===== src/rtl/romulus_pdi_packer.sv =====
// Packs 32-bit public-data words into padded 128-bit Romulus blocks with
// per-byte decrypt selects, block length and last/partial flags.
module romulus_pdi_packer #(
  parameter bit PADLEN = 1'b1
) (
  input  logic         clk,
  input  logic         rst,
  input  logic [31:0]  bdi,
  input  logic         bdi_valid,
  output logic         bdi_ready,
  input  logic [2:0]   bdi_nbytes,
  input  logic         bdi_eot,
  input  logic         bdi_dec,
  output logic [127:0] pdi,
  output logic [15:0]  decrypt,
  output logic [4:0]   blk_len,
  output logic         blk_partial,
  output logic         blk_last,
  output logic         blk_valid,
  input  logic         blk_ready
);

  typedef enum logic {
    ST_FILL = 1'b0,
    ST_HOLD = 1'b1
  } state_e;

  state_e         state_q, state_d;
  logic [1:0]     w_q, w_d;
  logic [127:0]   buf_q, buf_d;
  logic [15:0]    dec_q, dec_d;
  logic [4:0]     len_q, len_d;
  logic           partial_q, partial_d;
  logic           last_q, last_d;
  logic [2:0]     n_eff_s;
  logic [4:0]     len_fin_s;
  logic           final_s;

  function automatic logic [7:0] word_byte(input logic [31:0] word, input logic [1:0] k);
    case (k)
      2'd0:    word_byte = word[31:24];
      2'd1:    word_byte = word[23:16];
      2'd2:    word_byte = word[15:8];
      2'd3:    word_byte = word[7:0];
      default: word_byte = 8'h00;
    endcase
  endfunction

  // Effective byte count of the presented word and resulting block length.
  always_comb begin
    if (!bdi_eot) begin
      n_eff_s = 3'd4;
    end else if (bdi_nbytes > 3'd4) begin
      n_eff_s = 3'd4;
    end else begin
      n_eff_s = bdi_nbytes;
    end
    len_fin_s = {1'b0, w_q, 2'b00} + {2'b00, n_eff_s};
    final_s   = bdi_eot || (w_q == 2'd3);
  end

  // Next-state and buffer update for the FILL/HOLD machine.
  always_comb begin
    state_d   = state_q;
    w_d       = w_q;
    buf_d     = buf_q;
    dec_d     = dec_q;
    len_d     = len_q;
    partial_d = partial_q;
    last_d    = last_q;
    case (state_q)
      ST_FILL: begin
        if (bdi_valid) begin
          for (int j = 0; j < 4; j++) begin
            for (int k = 0; k < 4; k++) begin
              if ((2'(j) == w_q) && (3'(k) < n_eff_s)) begin
                buf_d[127-32*j-8*k -: 8] = word_byte(bdi, 2'(k));
                dec_d[15-4*j-k]          = bdi_dec;
              end else if ((2'(j) == w_q) || (bdi_eot && (2'(j) > w_q))) begin
                buf_d[127-32*j-8*k -: 8] = 8'h00;
                dec_d[15-4*j-k]          = 1'b0;
              end else begin
                buf_d[127-32*j-8*k -: 8] = buf_q[127-32*j-8*k -: 8];
                dec_d[15-4*j-k]          = dec_q[15-4*j-k];
              end
            end
          end
          if (final_s) begin
            state_d   = ST_HOLD;
            w_d       = 2'd0;
            len_d     = len_fin_s;
            partial_d = (len_fin_s < 5'd16);
            last_d    = bdi_eot;
            // Length byte sits in the final byte slot, never marked for decrypt.
            if (PADLEN && (len_fin_s < 5'd16)) begin
              buf_d[7:0] = {3'b000, len_fin_s};
              dec_d[0]   = 1'b0;
            end else begin
              buf_d[7:0] = buf_d[7:0];
            end
          end else begin
            w_d = w_q + 2'd1;
          end
        end else begin
          state_d = ST_FILL;
        end
      end
      ST_HOLD: begin
        if (blk_ready) begin
          state_d   = ST_FILL;
          w_d       = 2'd0;
          buf_d     = 128'd0;
          dec_d     = 16'd0;
          len_d     = 5'd0;
          partial_d = 1'b0;
          last_d    = 1'b0;
        end else begin
          state_d = ST_HOLD;
        end
      end
      default: begin
        state_d = ST_FILL;
      end
    endcase
  end

  // State and block registers.
  always_ff @(posedge clk or negedge rst) begin
    if (!rst) begin
      state_q   <= ST_FILL;
      w_q       <= 2'd0;
      buf_q     <= 128'd0;
      dec_q     <= 16'd0;
      len_q     <= 5'd0;
      partial_q <= 1'b0;
      last_q    <= 1'b0;
    end else begin
      state_q   <= state_d;
      w_q       <= w_d;
      buf_q     <= buf_d;
      dec_q     <= dec_d;
      len_q     <= len_d;
      partial_q <= partial_d;
      last_q    <= last_d;
    end
  end

  assign bdi_ready   = (state_q == ST_FILL);
  assign blk_valid   = (state_q == ST_HOLD);
  assign pdi         = buf_q;
  assign decrypt     = dec_q;
  assign blk_len     = len_q;
  assign blk_partial = partial_q;
  assign blk_last    = last_q;

endmodule


===== config.mk =====
export PLATFORM = sky130hd
export DESIGN_NAME = romulus_pdi_packer
export DESIGN_NICKNAME = d
export VERILOG_FILES = /design/src/rtl/romulus_pdi_packer.sv
export SDC_FILE = /design/constraint.sdc
export NUM_CORES = 1
export LEC_CHECK = 0
export ABC_AREA = 1
export CORE_MARGIN = 5
export CORE_UTILIZATION = 51
export DETAILED_ROUTE_END_ITERATION = 10
export PLACE_DENSITY = 0.87
export SLEW_MARGIN = 10
export SYNTH_ARGS = -nofsm -noshare
export SYNTH_HDL_FRONTEND = slang
export SYNTH_SLANG_ARGS = --single-unit

===== constraint.sdc =====
create_clock -name clk -period 2.5 [get_ports clk]
set_input_delay 0.625 -clock clk [delete_from_list [all_inputs] [get_ports clk]]
set_output_delay 0.625 -clock clk [all_outputs]
set_load 0.005 [all_outputs]

# Yosys cells after proc, flatten, opt, wreduce, memory -nomap -nowiden
# Index checks and enable logic that the tools add are counted.
# Widths: inputs -> output; s select.
op_classes:
  bitwise: 1
  n_mux: 73
  n_reduce_logical: 43
  n_eq_ne: 22
  n_addsub: 2
  n_lt_le_gt_ge: 10
op_table:
  columns: ["op", "count"]
  rows:
  - ["$mux 128", 2]
  - ["$pmux 128 s2", 1]
  - ["$mux 8", 23]
  - ["$reduce_and 3->1", 16]
  - ["$ne 3x1->1 const B", 15]
  - ["$mux 16", 2]
  - ["$pmux 16 s2", 1]
  - ["$mux 1", 31]
  - ["$logic_and 1x1->1", 20]
  - ["$mux 5", 3]
  - ["$pmux 5 s2", 1]
  - ["$lt 1x3->1 const A", 2]
  - ["$lt 2x3->1 const A", 2]
  - ["$mux 2", 3]
  - ["$mux 3", 2]
  - ["$pmux 1 s2", 3]
  - ["$add 4x3->5", 1]
  - ["$logic_or 1x1->1", 5]
  - ["$lt 5x5->1 const B", 1]
  - ["$eq 2x2->1 const A", 2]
  - ["$gt 1x2->1 const A", 2]
  - ["$gt 2x2->1 const A", 2]
  - ["$ne 2x2->1 const B", 2]
  - ["$pmux 2 s2", 1]
  - ["8 further kinds", 8]
totals:
  word_cells: 188
  output_inout_bits: 153
  reg_bits: 154

# Longest topological paths before layout
# Gate-level depths: netlist of the first run.
logic_depth:
  word_depth: 10
  ltp_mapped: 10
  mapped_depth_nobuf: 10

# Least setup slack after synthesis of the first run
# OpenSTA, ideal clock, no wires.
synth_timing:
  path_kind: "in2reg"
  from: "input port bdi_nbytes[2]"
  to: "register buf_q[2], in the netlist pdi[2]"
  n_path_buf: 0
  setup_time_ns: 0.123
  required_ns: 2.377
  setup_slack_ns: 0.807
  path_stages: 10
  arrival_time_ns: 1.570
  path_cell_list: "inv_1 > nand2_1 > ha_1 > ha_1 > inv_1 > nand2_1 > o21ai_0 > inv_1 > o21ai_0 > nand2_1"
synth_between:
  elab_chain_len: 10
  elab_cells_between_ends: 12
  classes_between: "add/sub (1); order compare (3); mux (7); reduce/logical (1)"
synth_lines:
  columns: ["element", "line", "text"]
  rows:
  - ["start, declared", "11", "input logic [2:0] bdi_nbytes,"]
  - ["$gt 3x3->1", "53", "end else if (bdi_nbytes > 3'd4) begin"]
  - ["$mux 3 *", "53", null]
  - ["$mux 3 *", "51", "if (!bdi_eot) begin"]
  - ["parallel branches: the longest is 4 deep, another holds $add 4x3->5", null, null]
  - ["$mux 8 *", "88", "if (final_s) begin"]
  - ["$mux 128 *", "73", "if (bdi_valid) begin"]
  - ["$pmux 128 s2 *", "71", "case (state_q)"]
  - ["end signal, assigned", "140", "buf_q <= buf_d;"]
  - ["end, declared", "30", "logic [127:0] buf_q, buf_d;"]
# Every way passes the cells marked *. The select of a mux whose other input is x is not followed.
# A chain may end at the register's enable or synchronous reset.

# Worst setup path after layout of the first run
layout_timing:
  from: "register state_q, in the netlist blk_valid"
  to: "output port bdi_ready"
layout_between:
  elab_chain_len: 1
layout_lines:
  columns: ["element", "line", "text"]
  rows:
  - ["start, declared", "28", "state_e state_q, state_d;"]
  - ["start signal, assigned", "138", "state_q <= state_d;"]
  - ["$not 1->1", null, null]
  - ["end, declared", "10", "output logic bdi_ready,"]
# No other way between the ends.

==> run metrics, run 1 <==
fin cells=about 1100; Setup Skew=between 10 and 15 ps; synth-to-layout area growth=41.7%; gate count of the mapped netlist=735; sequential element share of the synthesized area=57.8%; total wire length after detailed routing=roughly 21 mm; Least-Margin Pin Slew=between 400 and 500 ps; GR Util All Layers=a little over a quarter; setup repair after global routing missed its margin=no; worst reg2reg setup slack=about 480 ps; post-layout power=about 9.4 mW; Fmax achieved=approximately 0.43 GHz; first-pass GRT wire length=~33 mm; # clock sinks=approximately 150; DRC violation count after routing=0; row count=41; worst setup path startpoint=blk_valid; average wire per cell in the routed design=18.3 microns; number of maximum-capacitance constraint violations=0; GPL Wtd Cong=between 0.8 and 0.9; critical path fanouts, max=12; Final ANT Viol Nets=0; worst-case clock buffer depth=2; data arrival time of the critical path=between 1500 and 2000 ps; pins over their slew limit=0; Port Buf Inserts=~190; TritonCTS Buffers=17; Resize count post-CTS=0; register bit count reported by yosys=154; number of enable-type register cells in the synthesized netlist=0; category of the worst setup path capture point=output pin; final cycle utilization of the critical path=between 90% and 100%; post-placement setup slack=about 120 ps; final critical delay including setup and external delays=around 2300 ps; antenna violations before repair=0; layout cell share with drive strength beyond 1=between 8 and 9%; Crit Path Class=register to output pin; clock root buffer=clkbuf_16; Synth warnings=0; Power per Cell Area=roughly 1000 nW/um^2; largest voltage drop on the vdd net=roughly 540 uV; GR Overflow Total=0; Reg2Reg Capture Point=pdi[77]; final hold vios=0; CTS tree=built; nets=between 900 and 1000; Core Region=12700 sq um; Hold WC Path Type=input pin to async pin; Multi-input gate area=2360 sq um; max_slew headroom=approximately two thirds; post-placement cell count=roughly 1100; initial core utilization=52.4%; count of routing violations after the opening detailed-route iteration=approximately 620; area of the die=roughly 15000 sq um; area taken by flip-flops and latches=~3900 sq um; placed wire-length estimate=between 10 and 15 mm; diodes inserted=0; Post-Synthesis Mean Instance Area=9.08 sq um; result of the run=complete, no violations; CTS H-Tree Depth=4; leading register cell type out of synthesis=dfrtp_1; vertical die dimension=about 120 microns; CP startpoint kind=register; post-synth net total=between 700 and 800; width of the die=approximately 120 microns; post-CTS setup repair buffer count=0; largest net degree at the start of global routing=56; async set or reset register ratio after synthesis=between 90% and 100%; capturing instance or port of the critical path=bdi_ready; number of global-route vias before repair=between 6000 and 7000; sum of negative setup slack=0 ps; data required time of the critical path=1880 ps; area of the mapped netlist=between 6000 and 7000 sq um; Initial DRT Pass Iterations=5; total number of vias=~6100; Lkg Pwr=4.49 nW; vias per inst=between 5 and 6; final cell utilization of the core=about three quarters; Worst Reg-to-Reg Cells=7; number of buffers inserted by hold repair at cts=0; later-pin clock latency in the skew report=430 ps; total of endpoints with negative setup slack in the final report=0; Synth cell types=32; clock slew at reported path FFs=about 60 ps; number of I/O pins=194; filler cell count=938; R2R Path Start=w_q[1]; fin worst setup slack=188 ps
## layout make-up
type,instances,share of cell area (%)
Clock buffer,24,5.10
Sequential cell,154,40.8
Tap cell,172,2.28
Clock inverter,8,1.48
Inverter,79,3.14
Timing Repair Buffer,209,22.3
Multi-Input combinational cell,474,25.0
## per-stage QoR
step,hold WS [ps],area [sq um]
2_1_floorplan,329,6670
3_3_place_gp,455,8830
3_5_place_dp,459,8830
4_1_cts,162,9450
5_1_grt,181,9450
6_report,153,9450
## cell usage after synthesis (2+ instances only)
cell type,n,area [sq um]
a21oi_1,4,20.0
buf_2,20,100
buf_6,3,33.8
clkbuf_1,2,7.51
dfrtp_1,154,3850
ha_1,7,87.6
inv_1,72,270
inv_2,6,22.5
nand2_1,220,826
nand2_2,8,50.1
nand2_4,7,78.8
nand3_1,64,320
nand4_1,9,56.3
nor2_1,25,93.8
nor2_2,4,25.0
nor2_8,2,40.0
o21ai_0,65,325
o21ai_1,9,45.0
o22ai_1,26,163
o31ai_1,16,120
## report_power, final
part	internal [mW]	total (mW)	switching (mW)	leakage, nW
clock network	1.74	2.72	0.979	0.308
registers	3.11	3.50	0.393	2.09
logic	1.57	3.18	1.61	2.09
total	6.43	9.41	2.98	4.49
## how the worst min path moves through the flow
stage | to | cells after the start | slack (ps)
after CTS | pdi[80] | 1 | 160
after global routing | pdi[85] | 1 | 180
after floorplan | blk_last | 0 | 330
final | pdi[52] | 1 | 150
after detailed placement | pdi[63] | 2 | 460
after global placement | pdi[51] | 2 | 450
## sequential cells by signal (all words and copies together), names as in the netlist
signal / count
w_q: 2
pdi: 128
blk_partial: 1
blk_len: 5
blk_last: 1
decrypt: 16
blk_valid: 1
## per-layer routing
metal | wire length, microns | global-route usage [%]
met3 | 1810 | 8.36
met4 | 406 | 8.12
met1 | 8450 | 35.4
met5 | 0 | 0
met2 | 9880 | 42.5
## cell families after synthesis
| family | count (synthesis) | share of synthesized area [%] |
|---|---|---|
| AND/OR/NAND/NOR | 345 | 23.6 |
| flip-flops | 154 | 57.8 |
| AO/OA/AOI/OAI | 122 | 10.5 |
| buffers and inverters | 107 | 6.81 |
| adder cells (fa/ha/maj) | 7 | 1.31 |
## layout by cell type, fill, tap and decap left out
master	count
clkbuf_16	17
clkinv_2	4
a21oi_1	4
nor2_8	2
ha_1	7
nor2_4	1
nand2_4	7
nand2_2	8
o21ai_1	9
nand4_1	9
o31ai_1	16
clkdlybuf4s50_1	192
inv_2	6
nand3_4	1
o21ai_0	65
nand3_1	64
buf_12	4
a22o_1	1
nand2_8	1
buf_4	12
nor2_1	25
clkbuf_8	3
bufinv_16	4
clkbuf_1	4
nor2_2	4
nand3b_2	1
nor3_4	1
o22ai_1	26
o21ai_4	1
nand2_1	220
inv_1	72
nand3_2	1
dfrtp_1	154
clkinv_1	1
buf_6	1
## worst max-delay path, cell delays in order, from the launching register on
cell,delay [ps]
dfrtp_1,380
inv_2,300
clkdlybuf4s50_1,580
(Power assumes the default switching activity.)
==> run 2: changes to the inputs <==
--- a/config.mk
+++ b/config.mk
@@ -6,7 +6,7 @@
 export NUM_CORES = 1
 export LEC_CHECK = 0
 export ABC_AREA = 1
-export CORE_MARGIN = 5
+export CORE_MARGIN = 2
 export CORE_UTILIZATION = 51
 export DETAILED_ROUTE_END_ITERATION = 10
 export PLACE_DENSITY = 0.87
==> run 2 against run 1 <==
  * Worst hold slack got worse by 19 ps
  * Worst setup slack got worse by 48 ps
  * Clock-buffer cell count decreased by 3
  * Die area decreased by 9.4%
  * Cell area increased by 0.21%
  * Clock skew decreased by 7.5 ps
  * Critical path depth unchanged
  * Non-clock buffer count increased by 2
==> run metrics, run 2 (same netlist as run 1, synthesis figures left out) <==
result of the run=complete, no violations; post-placement cell count=~1100; CP startpoint kind=register; worst-case clock buffer depth=2; count of routing violations after the opening detailed-route iteration=700; vertical die dimension=118 microns; setup repair after global routing missed its margin=no; data arrival time of the critical path=roughly 1700 ps; worst reg2reg setup slack=roughly 500 ps; Hold WC Path Type=input pin to async pin; leading cell type in the layout, fill and taps excluded=nand2_1; sw frac=31.8%; number of buffers inserted by hold repair at cts=0; post-layout power=~9.5 mW; initial core utilization=a little over half; Least-Margin Pin Slew=around 500 ps; vias per inst=approximately 5.5; pins over their slew limit=0; GPL Wtd Cong=around 0.86; TritonCTS Buffers=17; largest net degree at the start of global routing=51; clock slew at reported path FFs=around 60 ps; category of the worst setup path capture point=output pin; area of the die=between 10000 and 15000 sq um; placed wire-length estimate=about 14 mm; Fmax achieved=approximately 0.42 GHz; layout cell share with drive strength beyond 1=roughly 8.7%; first-pass GRT wire length=32.4 mm; final critical delay including setup and external delays=roughly 2400 ps; GR Overflow Total=0; number of global-route vias before repair=between 6000 and 7000; GR Util All Layers=a little under 30%; most used cells in the layout excluding fill and tap cells=nand2_1 (220), clkdlybuf4s50_1 (192), dfrtp_1 (154); average wire per cell in the routed design=~18 microns; # clock sinks=between 150 and 200; final hold vios=0; Power per Cell Area=around 1000 nW/um^2; critical path fanouts, max=13; clock root buffer=clkbuf_16; synth-to-layout area growth=42.0%; total wire length after detailed routing=20.3 mm; max_slew headroom=about two thirds; Setup Skew=between 5 and 6 ps; filler cell count=914; width of the die=118 microns; Power Internal=approximately 6.5 mW; logic gate share of total power=about a third; post-CTS setup repair buffer count=0; largest voltage drop on the vdd net=646 uV; CTS tree=built; Core Region=~13000 sq um; Flop pwr share=36.9%; share of power burned in the clock network=slightly below 30%; final cell utilization of the core=~75%; later-pin clock latency in the skew report=roughly 430 ps; total of endpoints with negative setup slack in the final report=0; NetSw=a little over 3 mW; CTS H-Tree Depth=4; antenna violations before repair=0; Port Buf Inserts=just under 200; number of maximum-capacitance constraint violations=0; Resize count post-CTS=0; final cycle utilization of the critical path=~94%; Initial DRT Pass Iterations=5; data required time of the critical path=~1900 ps; Lkg Pwr=about 4.5 nW; DRC violation count after routing=0; number of I/O pins=a little under 200; max FFs per register=128; nets=985; diodes inserted=0; sum of negative setup slack=0 ps; Crit Path Class=register to output pin; total number of vias=~6000; Final ANT Viol Nets=0; fin cells=around 1100; row count=41
-- run 2: cell types whose count changed in the layout (fill, tap and decap cells not counted), sizes merged --
cell	before	now
buf	17	19
bufinv	4	5
clkbuf	24	21
clkinv	5	3
clkinvlp	0	3
inv	78	79
-- run 2: power groups by stage --
stage / logic (mW) / registers (mW) / clock network (mW)
6_report: 3.17 / 3.52 / 2.84
3_5_place_dp: 3.15 / 3.53 / 0
4_1_cts: 3.18 / 3.51 / 2.85
3_3_place_gp: 3.06 / 3.51 / 0
5_1_grt: 3.44 / 3.58 / 2.96
2_1_floorplan: 1.27 / 3.52 / 0
-- run 2: through the flow --
stage | setup WS (ps) | cell area [sq um] | hold WS (ps)
finish | 140 | 9470 | 134
global route | 93.9 | 9470 | 181
CTS | 143 | 9470 | 153
detailed placement | 74.8 | 8820 | 457
global placement | 180 | 8820 | 453
floorplan | 807 | 6670 | 329
-- run 2: per-layer routing --
| layer | vias up | share of wire [%] | track usage (%) |
|---|---|---|---|
| met2 | 312 | 48 | 47.5 |
| li1 | 2804 | - | - |
| met1 | 3001 | 41 | 38.2 |
| met4 | 0 | 2.3 | 12.1 |
| met3 | 41 | 8.2 | 7.87 |
| met5 | - | 0 | 0 |
-- run 2: layout make-up --
class,count,area (sq um),area share (%)
Timing Repair Buffer,211,2090,22.1
Clock inverter,11,191,2.02
Sequential cell,154,3850,40.7
Clock buffer,21,460,4.86
Tap cell,172,215,2.27
Inverter,79,297,3.13
Multi-Input combinational cell,474,2360,24.9
-- run 2: final timing paths --
path	startpoint	endpoint	cells past startpoint
setup / recovery	blk_valid	bdi_ready	2
hold / removal	rst	pdi[49]	1
setup reg to reg	w_q[1]	pdi[77]	7
hold reg to reg	pdi[45]	pdi[45]	2
max in group asynchronous	rst	pdi[104]	2
min in group clk	pdi[45]	pdi[45]	2
-- run 2: critical path, stage by stage, from the launching register on --
cell and delay (ps):
dfrtp_1 390, inv_2 310, clkdlybuf4s50_1 600
